==> src/rtl/dot_relu_engine_pkg.sv <==
// dot_relu_engine_pkg: shared widths, FSM states and the ReLU/shift/saturate helper.
package dot_relu_engine_pkg;

   localparam int unsigned NUM_TAPS    = 8;
   localparam int unsigned NUM_SAMPLES = 16;
   localparam int unsigned TAP_W       = 4;
   localparam int unsigned SAMPLE_W    = 8;
   localparam int unsigned ACC_W       = 16;
   localparam int unsigned OUT_W       = 8;
   localparam int unsigned PROD_W      = SAMPLE_W + TAP_W + 1;

   typedef enum logic [1:0] {IDLE, MAC, FIN} state_e;

   // Negative accumulators clamp to zero before the shift; anything above 8 bits saturates.
   function automatic logic [OUT_W-1:0] relu_sat(input logic [ACC_W-1:0] acc, input int unsigned sh);
      logic [ACC_W-1:0] r;
      r = acc[ACC_W-1] ? '0 : acc;
      r = r >> sh;
      return (|r[ACC_W-1:OUT_W]) ? {OUT_W{1'b1}} : r[OUT_W-1:0];
   endfunction

endpackage

==> src/rtl/dot_relu_engine_mac_unit.sv <==
// mac_unit: 8u x 4s multiply feeding one of two 16-bit signed accumulators.
module mac_unit
   import dot_relu_engine_pkg::*;
(
   input  logic                clk,
   input  logic                rst,
   input  logic                clr,
   input  logic                en,
   input  logic                sel,
   input  logic [SAMPLE_W-1:0] sample,
   input  logic [TAP_W-1:0]    tap,
   output logic [ACC_W-1:0]    acc0,
   output logic [ACC_W-1:0]    acc1
);

   logic signed [PROD_W-1:0] prod;
   logic signed [ACC_W-1:0]  sum;
   logic signed [ACC_W-1:0]  acc0_q, acc1_q;

   // Zero-extend the sample so the whole product is evaluated signed.
   always_comb begin
      prod = PROD_W'($signed({1'b0, sample})) * PROD_W'($signed(tap));
      sum  = (sel ? acc1_q : acc0_q) + ACC_W'(prod);
   end

   always_ff @(posedge clk or posedge rst) begin
      if (rst) begin
         acc0_q <= '0;
         acc1_q <= '0;
      end else if (clr) begin
         acc0_q <= '0;
         acc1_q <= '0;
      end else if (en) begin
         acc0_q <= sel ? acc0_q : sum;
         acc1_q <= sel ? sum : acc1_q;
      end
   end

   assign acc0 = acc0_q;
   assign acc1 = acc1_q;

endmodule

==> src/rtl/dot_relu_engine.sv <==
// dot_relu_engine: snapshots weights/data on start, runs 16 time-shared MACs,
// then writes two ReLU/shifted/saturated bytes.
module dot_relu_engine
   import dot_relu_engine_pkg::*;
#(
   parameter int unsigned SHIFT = 4
) (
   input  logic                              clk,
   input  logic                              rst,
   input  logic                              start,
   input  logic [NUM_TAPS*TAP_W-1:0]         weights,
   input  logic [NUM_SAMPLES*SAMPLE_W-1:0]   data,
   output logic                              busy,
   output logic                              done,
   output logic [2*OUT_W-1:0]                result,
   output logic                              result_valid
);

   state_e                            state_q;
   logic [3:0]                        idx_q;
   logic [NUM_TAPS*TAP_W-1:0]         w_q;
   logic [NUM_SAMPLES*SAMPLE_W-1:0]   d_q;
   logic [2*OUT_W-1:0]                result_q;
   logic                              done_q;
   logic                              rv_q;
   logic                              accept;
   logic [TAP_W-1:0]                  tap;
   logic [SAMPLE_W-1:0]               sample;
   logic [ACC_W-1:0]                  acc0, acc1;

   always_comb begin
      accept = (state_q == IDLE) && start;
      tap    = w_q[{idx_q[2:0], 2'b00} +: TAP_W];
      sample = d_q[{idx_q, 3'b000} +: SAMPLE_W];
   end

   mac_unit u_mac (
      .clk    (clk),
      .rst    (rst),
      .clr    (accept),
      .en     (state_q == MAC),
      .sel    (idx_q[3]),
      .sample (sample),
      .tap    (tap),
      .acc0   (acc0),
      .acc1   (acc1)
   );

   always_ff @(posedge clk or posedge rst) begin
      if (rst) begin
         state_q  <= IDLE;
         idx_q    <= '0;
         w_q      <= '0;
         d_q      <= '0;
         result_q <= '0;
         done_q   <= 1'b0;
         rv_q     <= 1'b0;
      end else begin
         done_q <= 1'b0;
         case (state_q)
            IDLE: if (start) begin
               w_q     <= weights;
               d_q     <= data;
               idx_q   <= '0;
               rv_q    <= 1'b0;
               state_q <= MAC;
            end
            MAC: begin
               idx_q   <= idx_q + 4'd1;
               state_q <= (idx_q == 4'd15) ? FIN : MAC;
            end
            FIN: begin
               result_q <= {relu_sat(acc1, SHIFT), relu_sat(acc0, SHIFT)};
               done_q   <= 1'b1;
               rv_q     <= 1'b1;
               state_q  <= IDLE;
            end
            default: state_q <= IDLE;
         endcase
      end
   end

   assign busy         = (state_q != IDLE);
   assign done         = done_q;
   assign result       = result_q;
   assign result_valid = rv_q;

endmodule
==> config.mk <==
export PLATFORM = sky130hd
export DESIGN_NAME = dot_relu_engine
export DESIGN_NICKNAME = d
export VERILOG_FILES = /design/src/rtl/dot_relu_engine_pkg.sv /design/src/rtl/dot_relu_engine_mac_unit.sv /design/src/rtl/dot_relu_engine.sv
export SDC_FILE = /design/constraint.sdc
export NUM_CORES = 1
export LEC_CHECK = 0
export ABC_CLOCK_PERIOD_IN_PS = 6600
export CORE_UTILIZATION = 45
export DETAILED_ROUTE_END_ITERATION = 6
export PLACE_DENSITY = 0.76
export SLEW_MARGIN = 20
export SYNTH_ARGS = -nofsm -noshare
export SYNTH_HDL_FRONTEND = slang
export SYNTH_SLANG_ARGS = --single-unit
==> constraint.sdc <==
create_clock -name clk -period 6.6 [get_ports clk]
set_input_delay 0.99 -clock clk [delete_from_list [all_inputs] [get_ports clk]]
set_output_delay 0.99 -clock clk [all_outputs]
set_load 0.1 [all_outputs]
==> summary.txt, run 1 <==
STA
  • Fmax: 175 MHz
  • Final-report setup violation count: 0
  • RSZ-0062 raised after global routing: no
  • Max-slew headroom: 35.1%
  • Period utilization: 86.5%
  • Setup_tns: 0 ns
  • Setup Skew: 0.0117 ns
  • Slew at the pin closest to its max-slew limit: 0.970 ns
  • Final Slew Violations: 0
  • Final Hold Viols: 0
  • Minimum clock period: 5.71 ns

Min path
  • Min-delay src: result[8]
  • Hold Path Stages: 2
  • Hold Crit Class: reg2reg
  • Hold Crit Endpoint: result[8]

Critical path
  • CP max-delay cell: dfrtp_2
  • Top Family by Delay on Critical Path: adder cells
  • CP cell instances: buf_4 > mux4_2 > mux2i_2 > nand2b_1 > fa_1 > fa_1 > fa_1 > inv_1 > fa_1 > a211oi_1 > o21bai_1 > a21oi_1 > o221ai_1 > xor2_1 > a22o_1
  • FF-to-FF End: u_mac.acc0[14]
  • Reg2reg start: idx_q[0]
  • R2R Setup Slk: 0.89 ns
  • Bufs and invs on worst path: 2
  • Crit path largest cell delay: 0.76 ns
  • CP arrival: 6.11 ns
  • Most used cell, CP: fa_1
  • Required time of the critical path: 7.00 ns
  • R2R cell count: 15
  • Startpoint types: flop
  • Setup crit end kind: flop
  • Max FO, Critical Path: 19
  • Critical path type: reg2reg

Die
  • Core ar.: 24300 um^2
  • Floorplan die height: 160 um
  • IO Pins: 182
  • DIE WIDTH: 160 um
  • Die footprint: 25500 um^2
  • FP Rows: 57
  • Initial Util: 46.0%

Clocking
  • Hold buffers post-CTS: 0
  • Post-CTS Setup Inserts: 0
  • Clock transition at path regs: 0.06 ns
  • CTS sink cnt: 216
  • CTS tree: yes
  • Post-CTS sizing: 0
  • Max H-tree Level: 1
  • TritonCTS Buffers: 23
  • CTS root buffer: clkbuf_16
  • Max clock buf depth: 3
  • Skew-Pair Late Insertion Delay: 0.52 ns

Yosys
  • Post-synthesis sequential area ratio: 48.4%
  • Number of flops mapped to enable cells by yosys: 0
  • Yosys warning count: 0
  • Distinct cells, synth: 40
  • Cell count after synthesis: 832
  • FF+latch count, synth: 216
  • Synthesized area: 11200 um^2
  • Syn_area_per_cell: 13.4 um^2
  • Post-synth ARST share: 100%
  • Ys flop type: dfrtp_1
  • Post-synth net total: 1054

Finish
  • P&R area growth vs syn: 25.8%
  • Share of cells above drive strength 1: 27.3%
  • Final Non-Filler Cells: 1345
  • Antenna Cells: 0
  • Nets@finish: 1226
  • Final core area utilization: 57.8%

Global route
  • Initial antenna violation count: 0
  • Overall Global Routing Usage: 20.4%
  • Largest net degree at the start of global routing: 199
  • Vias in the first global route: 7496
  • Total grt overflow: 0
  • Global-route wire length before repair: 40800 um

Routing
  • DR iter-0 viols: 418
  • Residual DRC: 0
  • Drt first pass iters: 4
  • Drt total wl: 25000 um
  • DR vias: 7086
  • Via/cell ratio: 5.27
  • Drt wl/cell: 18.6 um
  • Post-route ant nets: 0

Placed design
  • Placed insts: 1302
  • RePlAce Congestion: 0.851
  • Hpwl dp: 18500 um
  • IO Port Bufs: 181

Flow run
  • Max-Cap Viols: 0

Status
  • Status: finished clean
-- sequential cells by signal (all words and copies together) (netlist names) --
register and count:
idx_q 4, w_q 32, result_valid 1, state_q 2, u_mac.acc0 16, done 1
result 16, d_q 128, u_mac.acc1 16
-- worst reg2reg max path, stage by stage, from the launching register on --
cell and delay [ns]:
dfrtp_2 0.76, buf_4 0.37, mux4_2 0.55, mux2i_2 0.43, nand2b_1 0.20, fa_1 0.44, fa_1 0.52, fa_1 0.54
inv_1 0.06, fa_1 0.47, a211oi_1 0.23, o21bai_1 0.13, a21oi_1 0.33, o221ai_1 0.18, xor2_1 0.18, a22o_1 0.20
-- kinds of logic (layout without fill, tap and decap cells) --
kind of cell	Yosys count	in the layout	synth area share [%]
AOI/OAI and AO/OA	81	81	4.77
xor gates and xnor gates	15	15	1.18
adders and majority gates	59	59	8.15
buffers and inverters	96	285	3.96
DFF	216	216	48.4
muxes	230	230	28.1
and+or+nand+nor	135	135	5.50
-- per-stage QoR --
step	setup slack (ns)	hold WS [ns]	instance area, um^2
floorplan	1.51	0.467	11200
global placement	0.922	0.466	13300
finish	0.894	0.478	14100
detailed placement	0.837	0.470	13300
global route	0.517	0.508	14100
CTS	0.811	0.482	14000
-- routing by layer --
| layer | track usage (%) | up-vias | part of all wire (%) |
|---|---|---|---|
| met5 | 0 | - | 0 |
| met3 | 2.87 | 37 | 4.9 |
| li1 | - | 3311 | - |
| met2 | 33.2 | 192 | 47 |
| met1 | 29.1 | 3546 | 46 |
| met4 | 4.24 | 0 | 1.7 |
-- cell usage in the layout, fill, tap and decap left out, types with 9 or more instances in the layout --
master           Yosys  layout
clkdlybuf4s50_1      0     181
ha_1                36      36
mux4_2              46      46
mux2_2             173     173
o31ai_1             16      16
clkbuf_16            0      23
inv_1               49      48
buf_4                2       9
nor2b_1             24      24
nor2_1              36      35
o21ai_0             12      12
nand2_1             57      57
a22o_1              10      10
dfrtp_1            216     214
xnor2_1              9       9
a21oi_1             22      22
fa_1                23      23
-- synth_stat cells (3+ instances only) --
| library cell | number | share of area, % |
|---|---|---|
| buf_6 | 4 | 0.40 |
| nand2b_1 | 7 | 0.39 |
| a21o_1 | 5 | 0.34 |
| clkbuf_1 | 16 | 0.54 |
| nor2b_1 | 24 | 1.3 |
| a211oi_1 | 4 | 0.27 |
| a21oi_1 | 22 | 0.99 |
| a22o_1 | 10 | 0.78 |
| nand4_1 | 3 | 0.17 |
| xor2_1 | 6 | 0.47 |
| dfrtp_1 | 216 | 48 |
| mux4_2 | 46 | 9.3 |
| ha_1 | 36 | 4.0 |
| inv_1 | 49 | 1.6 |
| o21bai_1 | 4 | 0.27 |
| xnor2_1 | 9 | 0.71 |
| mux2i_2 | 3 | 0.37 |
| buf_2 | 23 | 1.0 |
| mux2_2 | 173 | 17 |
| mux2i_1 | 6 | 0.54 |
| o31ai_1 | 16 | 1.1 |
| nand2_1 | 57 | 1.9 |
| fa_1 | 23 | 4.1 |
| nor2_1 | 36 | 1.2 |
| o21ai_0 | 12 | 0.54 |
-- how the worst max path moves through the flow --
stage / to / startpoint / slack [ns] / depth (start not counted)
after floorplan: u_mac.acc1[14] / idx_q[0] / 1.51 / 16
after global placement: u_mac.acc1[14] / idx_q[0] / 0.92 / 15
after detailed placement: u_mac.acc0[14] / idx_q[0] / 0.84 / 15
after CTS: u_mac.acc0[14] / idx_q[0] / 0.81 / 15
after global routing: u_mac.acc0[14] / idx_q[0] / 0.52 / 15
final: u_mac.acc0[14] / idx_q[0] / 0.89 / 15
-- cell type report --
class,instances,area (um^2)
Multi-Input combinational cell,520,5340
Inverter,49,188
Sequential cell,216,5410
Clock inverter,6,45.0
Tap cell,324,405
Clock buffer,36,704
Fill cell,1932,10300
Timing Repair Buffer,194,1970
Power of run 1 is not shown: default switching activity piles up to over one toggle a cycle in this logic, so the estimate is an artifact.
==> inputs of run 2 (changes only) <==
--- a/config.mk
+++ b/config.mk
@@ -5,7 +5,6 @@
 export SDC_FILE = /design/constraint.sdc
 export NUM_CORES = 1
 export LEC_CHECK = 0
-export ABC_CLOCK_PERIOD_IN_PS = 6600
 export CORE_UTILIZATION = 45
 export DETAILED_ROUTE_END_ITERATION = 6
 export PLACE_DENSITY = 0.76
==> results of run 2 <==
The final DEF is identical to that of run 1; final timing and power are the same.
Power of run 2 is left out for the same reason.
==> edit (flow settings as in run 1) <==
Change the package constant `OUT_W` from 8 to 12.
--- a/src/rtl/dot_relu_engine_pkg.sv
+++ b/src/rtl/dot_relu_engine_pkg.sv
@@ -6,7 +6,7 @@
    localparam int unsigned TAP_W       = 4;
    localparam int unsigned SAMPLE_W    = 8;
    localparam int unsigned ACC_W       = 16;
-   localparam int unsigned OUT_W       = 8;
+   localparam int unsigned OUT_W       = 12;
    localparam int unsigned PROD_W      = SAMPLE_W + TAP_W + 1;
 
    typedef enum logic [1:0] {IDLE, MAC, FIN} state_e;
Ports: changed (resized result); port bits go from 182 to 190. No check against the original RTL was run, so the function may have changed too.
==> edit against run 1 <==
Critical endpoint is now u_mac.acc1[14]$_DFFE_PP0P_. Clock skew is 0.0023 ns higher. Largest cell class unchanged. Synthesized area grew 2.8%. Sequential cell count grew 6. Worst setup slack improved by 0.021 ns. Final area grew 2.4%. Count of clock-buffer cells in the layout decreased by 1. Critical path type unchanged. Wire length is 4.2% higher. Critical path depth did not move.
Power is not shown: default switching activity piles up to over one toggle a cycle in this logic, so the estimate is an artifact.
==> edit: results (changes against run 1) <==
reg2reg_from: "idx_q[0]$_DFFE_PP0P_"
grt_max_degree: 186  # -6.5%
min_to: "result[18]$_DFFE_PP0P_"
relSlewSlack_pct: 32.8  # -2.2 points
nNetsFinal: 1258  # +2.6%
outcome: "finished, final reports clean"
cts_root_buf: "clkbuf_16"
cp_max_fo: 32  # +13
synth_warnings: 0  # unchanged
place_area_um2: 13600  # +2.4%
top_register: "d_q"
hold_class: "flop to flop"
path_delay_family: "adder cells"
min_path_cells: 2  # unchanged
cts_buffers: 24  # +4.3%
io_buffer_count: 187  # +3.3%
wl_met2_um: 12900  # +9.1%
drive_gt1_share_pct: 26.2  # -1.1 points
grt_pass1_vias: 7791  # +3.9%
fin_crit_ns: 5.69  # -0.0206 ns
drtIter0Drc: 455  # +8.9%
met3_length_um: 1130  # -7.2%
hpwl_um: 19100  # +3.4%
h-tree-depth: 1  # unchanged
clkTransAtPathRegs_ns: 0.06  # about the same
netlist_top_cells_area: "dfrtp_1, mux2_2, mux4_2, fa_1, ha_1"
reg2reg_depth: 15  # unchanged
fillers: 2006  # +3.8%
finalWirelength_um: 26000  # +4.2%
dr.max_layer_used: "met4"
drt_pass1_iterations: 4  # unchanged
cts_setup_buffers: 0  # unchanged
antenna_found_initial: 2  # +2
vias_per_cell: 5.29  # +0.42%
synth_cell_type_count: 41  # +2.5%
crit_path_top_delay_cell: "dfrtp_2"
hold_start: "result[18]$_DFFE_PP0P_"
cts.repair.resized: 0  # unchanged
r2r_end: "u_mac.acc1[14]$_DFFE_PP0P_"
ys_seq_area_share_pct: 48.3  # about the same
async_flop_share_pct: 100  # unchanged
grt_pass1_wl_um: 41800  # +2.6%
slowest_delay_ns: 0.61  # -0.15 ns
finClkSkew_ns: 0.0140  # +0.00227 ns
gp_congestion: 0.817  # -4.1%
track_usage_pct: 20.6  # +0.24 points
largest_reg_flops: 128  # unchanged
critPathArrivalTime_ns: 6.10  # about the same
drt-met1-wl_um: 11300  # -1.7%
regToRegSetupSlack_ns: 0.91  # +0.02 ns
ys_top_cells_by_count: "dfrtp_1, mux2_2, nand2_1"
dpl_worst_slack_ns: 0.925  # +0.0875 ns
[edit: changes by cell type in the layout (fill, tap and decap cells not counted), sizes merged, moves of 6 or more]
cell           before  now
o31ai              16    0
nor2               36   20
o21ai              14   36
dfrtp             216  222
nand2b              7   29
clkdlybuf4s50     181  187
nand2              57   63
[edit: cell type report]
cell class | instances | area [um^2] | share of cell area, %
diodes | 2 | 5.00 | 0.0348
clock buffers | 35 | 702 | 4.88
clock inverters | 7 | 87.6 | 0.608
inverters | 49 | 188 | 1.30
multi-input cells | 538 | 5440 | 37.8
flip-flops and latches | 222 | 5560 | 38.6
well taps | 330 | 413 | 2.87
repair buffers | 201 | 2000 | 13.9
[edit: worst max-delay path by stage]
stage | start | to
after CTS | idx_q[0]$_DFFE_PP0P_ | u_mac.acc1[14]$_DFFE_PP0P_
after global routing | idx_q[0]$_DFFE_PP0P_ | u_mac.acc1[14]$_DFFE_PP0P_
after floorplan | idx_q[0]$_DFFE_PP0P_ | u_mac.acc1[14]$_DFFE_PP0P_
after detailed placement | idx_q[0]$_DFFE_PP0P_ | u_mac.acc1[14]$_DFFE_PP0P_
final | idx_q[0]$_DFFE_PP0P_ | u_mac.acc1[14]$_DFFE_PP0P_
after global placement | idx_q[0]$_DFFE_PP0P_ | u_mac.acc1[14]$_DFFE_PP0P_
[edit: per-stage QoR]
| step | hold WS [ns] | utilization [%] | instances |
|---|---|---|---|
| finish | 0.479 | 57.3 | 1384 |
| global route | 0.513 | 57.3 | 1383 |
| CTS | 0.484 | 57.3 | 1382 |
| detailed placement | 0.471 | 54.2 | 1340 |
| global placement | 0.464 | 54.2 | 1340 |
| floorplan | 0.467 | - | 857 |
[edit: worst register-to-register path: stages, from the launching register on]
cell and delay (ns):
dfrtp_2 0.61, buf_12 0.31, mux4_2 0.55, mux4_2 0.51, or2_1 0.25, fa_1 0.50, fa_1 0.52, fa_1 0.55
inv_1 0.07, fa_1 0.49, a211oi_1 0.23, o21bai_1 0.13, a21oi_1 0.31, o221ai_1 0.17, xor2_1 0.17, a22o_1 0.19
[edit: kinds of logic after synthesis]
logic type / share of synthesized area, %
muxes: 27.5
DFF: 48.3
and+or+nand+nor: 6.13
buffers and inverters: 4.38
AOI/OAI and AO/OA: 4.55
adders and majority gates: 7.93
xor gates and xnor gates: 1.14
other: 0.0326
[edit: metal layers]
metal  vias to the layer above  track usage, %
li1                       3385               -
met1                      3709            27.0
met2                       189            35.1
met3                        39            3.19
met4                         0            6.60
met5                         -               0
